<file path="src/rtl/mips_pkg.sv">
// Shared MIPS pipeline types and constants.
// Used by the ID/EX and EX/MEM/WB stages.
package mips_pkg;

  localparam int DATA_W = 32;
  localparam int REG_AW = 5;

  localparam logic [REG_AW-1:0] REG_ZERO = '0;

  typedef struct packed {
    logic reg_write;
    logic mem_to_reg;
  } wb_ctrl_t;

  typedef struct packed {
    logic mem_read;
    logic mem_write;
  } m_ctrl_t;

endpackage

</file>
<file path="src/rtl/pipe_stage_reg.sv">
// Pipeline register with valid bit, hold and bubble insert.
// Empty slots carry all-zero payload.
module pipe_stage_reg #(
  parameter int W = 8
) (
  input  logic         clk,
  input  logic         rst,
  input  logic         hold,
  input  logic         bubble,
  input  logic         in_valid,
  input  logic [W-1:0] in_data,
  output logic         out_valid,
  output logic [W-1:0] out_data
);

  logic         valid_d, valid_q;
  logic [W-1:0] data_d, data_q;

  always_comb begin
    valid_d = valid_q;
    data_d  = data_q;
    if (!hold) begin
      if (in_valid && !bubble) begin
        valid_d = 1'b1;
        data_d  = in_data;
      end else begin
        valid_d = 1'b0;
        data_d  = '0;
      end
    end
  end

  always_ff @(posedge clk) begin
    if (rst) begin
      valid_q <= 1'b0;
      data_q  <= '0;
    end else begin
      valid_q <= valid_d;
      data_q  <= data_d;
    end
  end

  assign out_valid = valid_q;
  assign out_data  = data_q;

endmodule

</file>
<file path="src/rtl/mem_wb_stage.sv">
// MIPS back end: EX/MEM and MEM/WB registers, data memory
// port, write-back select, forwarding and retire tracking.
module mem_wb_stage #(
  parameter int DATA_W = 32,
  parameter int REG_AW = 5
) (
  input  logic              clk,
  input  logic              rst,
  input  logic              ex_valid,
  output logic              ex_ready,
  input  logic [DATA_W-1:0] ex_alu_result,
  input  logic [DATA_W-1:0] ex_store_data,
  input  logic [REG_AW-1:0] ex_dest,
  input  logic              ex_reg_write,
  input  logic              ex_mem_to_reg,
  input  logic              ex_mem_read,
  input  logic              ex_mem_write,
  input  logic              mem_stall,
  output logic [DATA_W-1:0] dmem_addr,
  output logic [DATA_W-1:0] dmem_wdata,
  output logic              dmem_re,
  output logic              dmem_we,
  input  logic [DATA_W-1:0] dmem_rdata,
  output logic              rf_we,
  output logic [REG_AW-1:0] rf_waddr,
  output logic [DATA_W-1:0] rf_wdata,
  output logic              fwd_mem_valid,
  output logic [REG_AW-1:0] fwd_mem_dest,
  output logic [DATA_W-1:0] fwd_mem_data,
  output logic              fwd_wb_valid,
  output logic [REG_AW-1:0] fwd_wb_dest,
  output logic [DATA_W-1:0] fwd_wb_data,
  output logic              load_pending,
  output logic              protocol_err,
  output logic [31:0]       retire_count
);
  import mips_pkg::*;

  typedef struct packed {
    logic [DATA_W-1:0] alu;
    logic [DATA_W-1:0] st;
    logic [REG_AW-1:0] dest;
    wb_ctrl_t          wb;
    m_ctrl_t           m;
  } ex_mem_t;

  typedef struct packed {
    logic [REG_AW-1:0] dest;
    logic              reg_write;
    logic [DATA_W-1:0] data;
  } mem_wb_t;

  localparam logic [REG_AW-1:0] ZERO_REG = REG_AW'(REG_ZERO);

  ex_mem_t exm_in, exm_q;
  mem_wb_t mwb_in, mwb_q;
  logic    exm_valid, mwb_valid;
  logic    exm_dest_nz, mwb_dest_nz;
  logic    accept;

  logic        protocol_err_d, protocol_err_q;
  logic [31:0] retire_count_d, retire_count_q;

  assign ex_ready = !mem_stall;
  assign accept   = ex_valid && !mem_stall;

  always_comb begin
    exm_in              = '0;
    exm_in.alu          = ex_alu_result;
    exm_in.st           = ex_store_data;
    exm_in.dest         = ex_dest;
    exm_in.wb.reg_write = ex_reg_write;
    exm_in.wb.mem_to_reg = ex_mem_to_reg;
    exm_in.m.mem_read   = ex_mem_read;
    exm_in.m.mem_write  = ex_mem_write;
  end

  pipe_stage_reg #(
    .W($bits(ex_mem_t))
  ) u_ex_mem (
    .clk      (clk),
    .rst      (rst),
    .hold     (mem_stall),
    .bubble   (1'b0),
    .in_valid (ex_valid),
    .in_data  (exm_in),
    .out_valid(exm_valid),
    .out_data (exm_q)
  );

  // Only combinational path through the stage: rdata -> WB data.
  always_comb begin
    mwb_in           = '0;
    mwb_in.dest      = exm_q.dest;
    mwb_in.reg_write = exm_q.wb.reg_write;
    mwb_in.data      = exm_q.wb.mem_to_reg ? dmem_rdata
                                           : exm_q.alu;
  end

  pipe_stage_reg #(
    .W($bits(mem_wb_t))
  ) u_mem_wb (
    .clk      (clk),
    .rst      (rst),
    .hold     (1'b0),
    .bubble   (mem_stall),
    .in_valid (exm_valid),
    .in_data  (mwb_in),
    .out_valid(mwb_valid),
    .out_data (mwb_q)
  );

  assign exm_dest_nz = (exm_q.dest != ZERO_REG);
  assign mwb_dest_nz = (mwb_q.dest != ZERO_REG);

  assign dmem_addr  = exm_q.alu;
  assign dmem_wdata = exm_q.st;
  assign dmem_we    = exm_valid && exm_q.m.mem_write;
  assign dmem_re    = exm_valid && exm_q.m.mem_read
                      && !exm_q.m.mem_write;

  assign rf_we    = mwb_valid && mwb_q.reg_write && mwb_dest_nz;
  assign rf_waddr = mwb_q.dest;
  assign rf_wdata = mwb_q.data;

  assign fwd_mem_valid = exm_valid && exm_q.wb.reg_write
                         && !exm_q.wb.mem_to_reg && exm_dest_nz;
  assign fwd_mem_dest  = exm_q.dest;
  assign fwd_mem_data  = exm_q.alu;

  assign fwd_wb_valid = rf_we;
  assign fwd_wb_dest  = rf_waddr;
  assign fwd_wb_data  = rf_wdata;

  assign load_pending = exm_valid && exm_q.m.mem_read
                        && exm_q.wb.reg_write && exm_dest_nz;

  always_comb begin
    protocol_err_d = protocol_err_q;
    if (accept && ex_mem_read && ex_mem_write) begin
      protocol_err_d = 1'b1;
    end
    retire_count_d = retire_count_q + {31'b0, mwb_valid};
  end

  always_ff @(posedge clk) begin
    if (rst) begin
      protocol_err_q <= 1'b0;
      retire_count_q <= '0;
    end else begin
      protocol_err_q <= protocol_err_d;
      retire_count_q <= retire_count_d;
    end
  end

  assign protocol_err = protocol_err_q;
  assign retire_count = retire_count_q;

endmodule

</file>
<file path="config.mk">
export PLATFORM = sky130hd
export DESIGN_NAME = mem_wb_stage
export DESIGN_NICKNAME = d
export VERILOG_FILES = /design/src/rtl/mips_pkg.sv /design/src/rtl/pipe_stage_reg.sv /design/src/rtl/mem_wb_stage.sv
export SDC_FILE = /design/constraint.sdc
export NUM_CORES = 1
export LEC_CHECK = 0
export BUFFER_PORTS_ARGS = -buffer_cell sky130_fd_sc_hd__buf_4
export CAP_MARGIN = 10
export CORE_MARGIN = 2
export CORE_UTILIZATION = 40
export CTS_BUF_LIST = sky130_fd_sc_hd__clkbuf_16
export CTS_CLUSTER_DIAMETER = 150
export CTS_CLUSTER_SIZE = 12
export DETAILED_ROUTE_END_ITERATION = 16
export GPL_TIMING_DRIVEN = 0
export PLACE_DENSITY = 0.8
export SLEW_MARGIN = 20
export SYNTH_ARGS = -nofsm -noshare
export SYNTH_HDL_FRONTEND = slang
export SYNTH_SLANG_ARGS = --single-unit
</file>
<file path="constraint.sdc">
create_clock -name clk -period 1.95 [get_ports clk]
set_input_delay 0 -clock clk [delete_from_list [all_inputs] [get_ports clk]]
set_output_delay 0 -clock clk [all_outputs]
set_load 0.1 [all_outputs]
</file>
Word level (Yosys, flattened, before mapping). Index checks and enable logic that the tools add are counted.

Register bits after elaboration: 146. Input bits: 109. Output and inout bits: 215. Word-level logic and storage cells: 32.

Add/sub/neg operators: 1. Mux-type cells: 4. Bitwise gates (word level): 1. Reductions and logical operators: 20.

Operators by type and width (count): 73-bit 2-to-1 mux (1); 32-bit by 1-bit adder with 32-bit output (1); 32-bit 2-to-1 mux (1); 1-bit logical AND (14); 5-bit nonzero test (2); 1-bit zero test (3); 1-bit 2-to-1 mux (2); 2-bit OR reduction (1); 1-bit NOT (1).

Longest topological paths before layout.
Depth after elaboration: 4. Gate-level depth with buffers: 7. Depth with buffers taken out: 6.

By module. Synthesis repeated with hierarchy kept, for this count alone.

Cell total of the unflattened synthesis: 810. Area, all modules: 7593.5 sq um.

By module, submodules not included: pipe_stage_reg (u_ex_mem) (times used 1, cells an instance 336, area an instance 3385.7 sq um); mem_wb_stage (times used 1, cells an instance 298, area an instance 2539.9 sq um); pipe_stage_reg (u_mem_wb) (times used 1, cells an instance 176, area an instance 1667.8 sq um).

Worst setup path after synthesis. OpenSTA, ideal clock, no wires.

Kind: register to output. Start point: register u_ex_mem.data_q[2] (netlist: u_ex_mem.out_data[2]). End point: output fwd_mem_valid. Data arrival time: 3.024 ns. Slack: -1.074 ns. Cell stages (with the launch flop): 4. Path through: dfxtp_1 -> clkbuf_1 -> clkbuf_1 -> nor3b_1.

Word-level cells in the longest chain between the ends: 3.

RTL lines: start, declared (RTL line pipe_stage_reg.sv:17) `logic [W-1:0] data_d, data_q;`; start signal, assigned (RTL line pipe_stage_reg.sv:39) `data_q <= data_d;`; 1-bit zero test (RTL line mem_wb_stage.sv:127) `&& !exm_q.wb.mem_to_reg && exm_dest_nz;`; 1-bit logical AND (2 in a row) (RTL line mem_wb_stage.sv:127); end, declared (RTL line mem_wb_stage.sv:27) `output logic fwd_mem_valid,`.

No other way between the ends.

Worst setup path after layout.
Start point: register u_mem_wb.valid_q (netlist: u_mem_wb.out_valid). End point: register retire_count_q[22] (netlist: retire_count[22]).

Word-level cells in the longest chain between the ends: 1.

RTL lines: start, declared (RTL line pipe_stage_reg.sv:16) `logic valid_d, valid_q;`; start signal, assigned (RTL line pipe_stage_reg.sv:38) `valid_q <= valid_d;`; 32-bit by 1-bit adder with 32-bit output (RTL line mem_wb_stage.sv:143) `retire_count_d = retire_count_q + {31'b0, mwb_valid};`; end signal, assigned (RTL line mem_wb_stage.sv:152) `retire_count_q <= retire_count_d;`; end, declared (RTL line mem_wb_stage.sv:62) `logic [31:0] retire_count_d, retire_count_q;`.

No other way between the ends. A chain may end at the register's enable or synchronous reset.

==> reports/results.txt <==
status = completed
delay-heaviest family, CP = simple AND/OR/NAND/NOR gates
gpl congestion = 0.851
#FFs+latches synth = 146
Clock Latency Late Sink = 0.41 ns
share of layout cells above drive strength 1 = 51.3%
Register Area = 3000 sq um
footprint of the multi-input gates = 2110 sq um
Setup violations, final = 0
TritonCTS clock tree = yes
Net Switching = 2.28 mW
clk slew on worst S/H paths = 0.06 ns
Initial DRC Count = 281
asr flop ratio synth = 0%
dpl hpwl = 15500 um
most common cell in the netlist = buf_4
Synth top cells by count = buf_4, dfxtp_1, a22o_1, nor2_1, mux2i_1
Final Instance Area = 10900 sq um
P&R area growth vs syn = 68.1%
Leak = 5.24 nW
Netlist cell types = 36
peak supply drop = 0.584 mV
die area = 17300 sq um
core area = 15900 sq um
Avg Inst Size Synth = 9.93 sq um
yosys warns = 0
# rows = 46
antenna viol nets, final = 0
Avg WL per Cell = 17.5 um
worst path required time = 2.29 ns
Slew Viols, Final = 0
Vias/cell = 4.82
Flop pwr share = 41.5%
# DRC = 0
worst hold path class = in2reg
Final Critical Period = 1.91 ns
Worst Skew = 0.00835 ns
Critical Path AT = 2.24 ns
Worst setup EP type = flip-flop
period utilization = 97.8%
die width = 131 um
Worst Path Buf+Inv = 0
# nets final = 1217
clock sink count = 146
CP startpoint kind = flip-flop
Worst path max stage delay = 0.47 ns
Slew headroom = 47.9%
Cell Area, Placed = 9290 sq um
clock tree buffer depth = 2
Post-synth EDFFs = 0
net count after synthesis = 766
Max Clk Rate = 524 MHz
area of the mapped netlist = 6490 sq um
most area-hungry cell type in the Yosys netlist = dfxtp_1
H-tree depth = 4
Power per Cell Area = 684 nW/um^2
register area share after synthesis = 45.0%
total gr overflow = 0
Net Sw Frac = 30.5%
IO buf count = 322
Starting Density = 40.9%
Die Y-Extent = 131 um
initial antenna violation count = 1
Post-synth top flop = dfxtp_1
CP max FO = 5
dpl cells = 1192
Final Hold Vio Count = 0
Logic pwr share = 20.4%
worst-path cell chain = ha_4 > ha_4 > and4_4 > and4_4 > or4b_1 > a21oi_1
io pins = 324
largest net degree at the start of global routing = 17
first-pass GRT wire length = 35900 um
Clk pwr share = 38.1%
Setup CP Type = reg2reg
max cap viols = 0
area share of the largest cell type after synthesis = 45.0%
vias after detailed routing = 6433
Synth Instances = 654
Clock Tree Root = clkbuf_16
Num CTS Buffers = 17
DR pass1 iterations = 4
Pint = 5.19 mW
final WL = 23300 um
top cells by area, synth = dfxtp_1, buf_4, a22o_1
critical path's slowest cell = or4b_1
Slew @ Worst Pin = 0.781 ns
vias in the first global route = 6709
Finished Layout Cells = 1334
GRT Total Usage = 26.2%
Filler cells = 1137
[metal layers]
metal / part of all wire, % / wire length (um) / vias to the layer above / GRT usage [%]
met5: 0 / 0 / - / 0
met4: 2.6 / 616 / 0 / 9.72
met3: 6.3 / 1460 / 49 / 5.83
met2: 53 / 12500 / 306 / 49.1
met1: 38 / 8800 / 3055 / 28.7
li1: - / - / 3023 / -
[worst register-to-register path, delay by kind of cell (launching register included)]
family                     cells  cell delay (ns)
adders and majority gates      2             0.32
and+or+nand+nor                3             1.01
DFF                            1             0.37
AOI/OAI and AO/OA              1             0.14
[final cells by class]
class	count	share of cell area, %
buffer	211	13.7
timing repair buffer	432	32.2
antenna	1	0.0229
tap	216	2.48
inverter	7	0.241
multi-input combinational	290	19.4
clock inverter	14	0.676
sequential	146	27.5
clock buffer	17	3.90
[cell families (layout without fill, tap and decap cells)]
family / count (synthesis) / after routing / synth area share (%)
AO/OA/AOI/OAI: 113 / 113 / 13.7
XOR/XNOR: 12 / 12 / 1.62
adder cells (fa/ha/maj): 3 / 3 / 0.578
buffers and inverters: 218 / 681 / 23.2
flip-flops: 146 / 146 / 45.0
multiplexers: 32 / 32 / 4.93
other: 0 / 1 / 0
AND/OR/NAND/NOR: 130 / 130 / 11.0
[sequential cells by signal, indices dropped and copies added (netlist names)]
register and flops:
protocol_err 1, u_ex_mem.out_valid 1, u_ex_mem.out_data 73, retire_count 32
u_mem_wb.out_valid 1, u_mem_wb.out_data 38
[layout by cell type (no fill, tap or decap), types with 3 or more instances in the layout]
cell type / instances
nand2_1: 11
dfxtp_1: 116
nand3_1: 12
dfxtp_2: 15
buf_4: 500
o41ai_1: 5
clkbuf_1: 20
or4b_1: 5
mux2i_1: 32
nand4_1: 10
xnor2_1: 5
nor2_1: 49
and2_1: 3
dlygate4sd3_1: 108
nor2b_1: 4
clkbuf_16: 17
inv_1: 9
xor2_1: 7
buf_1: 4
clkbuf_2: 5
or3_1: 5
dfxtp_4: 15
and4_1: 7
a21oi_1: 18
a22o_1: 72
and3_1: 8
o31ai_1: 8
buf_6: 3
or4_1: 9
clkinv_1: 5
[final timing paths]
| kind | startpoint | endpoint | slack (ns) | depth (start not counted) |
|---|---|---|---|---|
| setup / recovery | u_mem_wb.out_valid$_SDFF_PP0_ | retire_count[22]$_SDFF_PP0_ | 0.04 | 6 |
| hold reg to reg | u_ex_mem.out_data[10]$_SDFFE_PP0N_ | u_ex_mem.out_data[10]$_SDFFE_PP0N_ | 0.48 | 1 |
| setup reg to reg | u_mem_wb.out_valid$_SDFF_PP0_ | retire_count[22]$_SDFF_PP0_ | 0.04 | 6 |
| hold / removal | ex_valid | u_ex_mem.out_data[1]$_SDFFE_PP0N_ | 0.05 | 4 |
[stage by stage]
step                setup TNS, ns  util [%]  setup WS (ns)  power [mW]  hold WS (ns)
floorplan                 -0.0394         -        -0.0258        4.09         0.133
global placement          -0.0872      58.5        -0.0271        4.46         0.216
detailed placement         -0.316      58.5        -0.0820        4.47         0.219
CTS                             0      68.5        0.00909        7.45        0.0405
global route             -0.00700      68.7       -0.00278        7.71        0.0892
finish                          0      68.7         0.0434        7.46        0.0532
[power groups by stage]
stage	logic, mW	clock network (mW)	registers (mW)
global placement	1.30	0	3.16
finish	1.52	2.84	3.10
detailed placement	1.31	0	3.16
global route	1.57	3.03	3.10
floorplan	0.949	0	3.14
CTS	1.50	2.86	3.09
[timing repair]
action,4_1_cts,5_1_grt
gates resized for setup,8,9
hold buffers,108,0
cloned,0,0
endpoints found under the hold margin,108,0
buffers inserted,0,2
endpoints found under the setup margin,10,79
pin swaps,0,1
(Power assumes the default switching activity.)
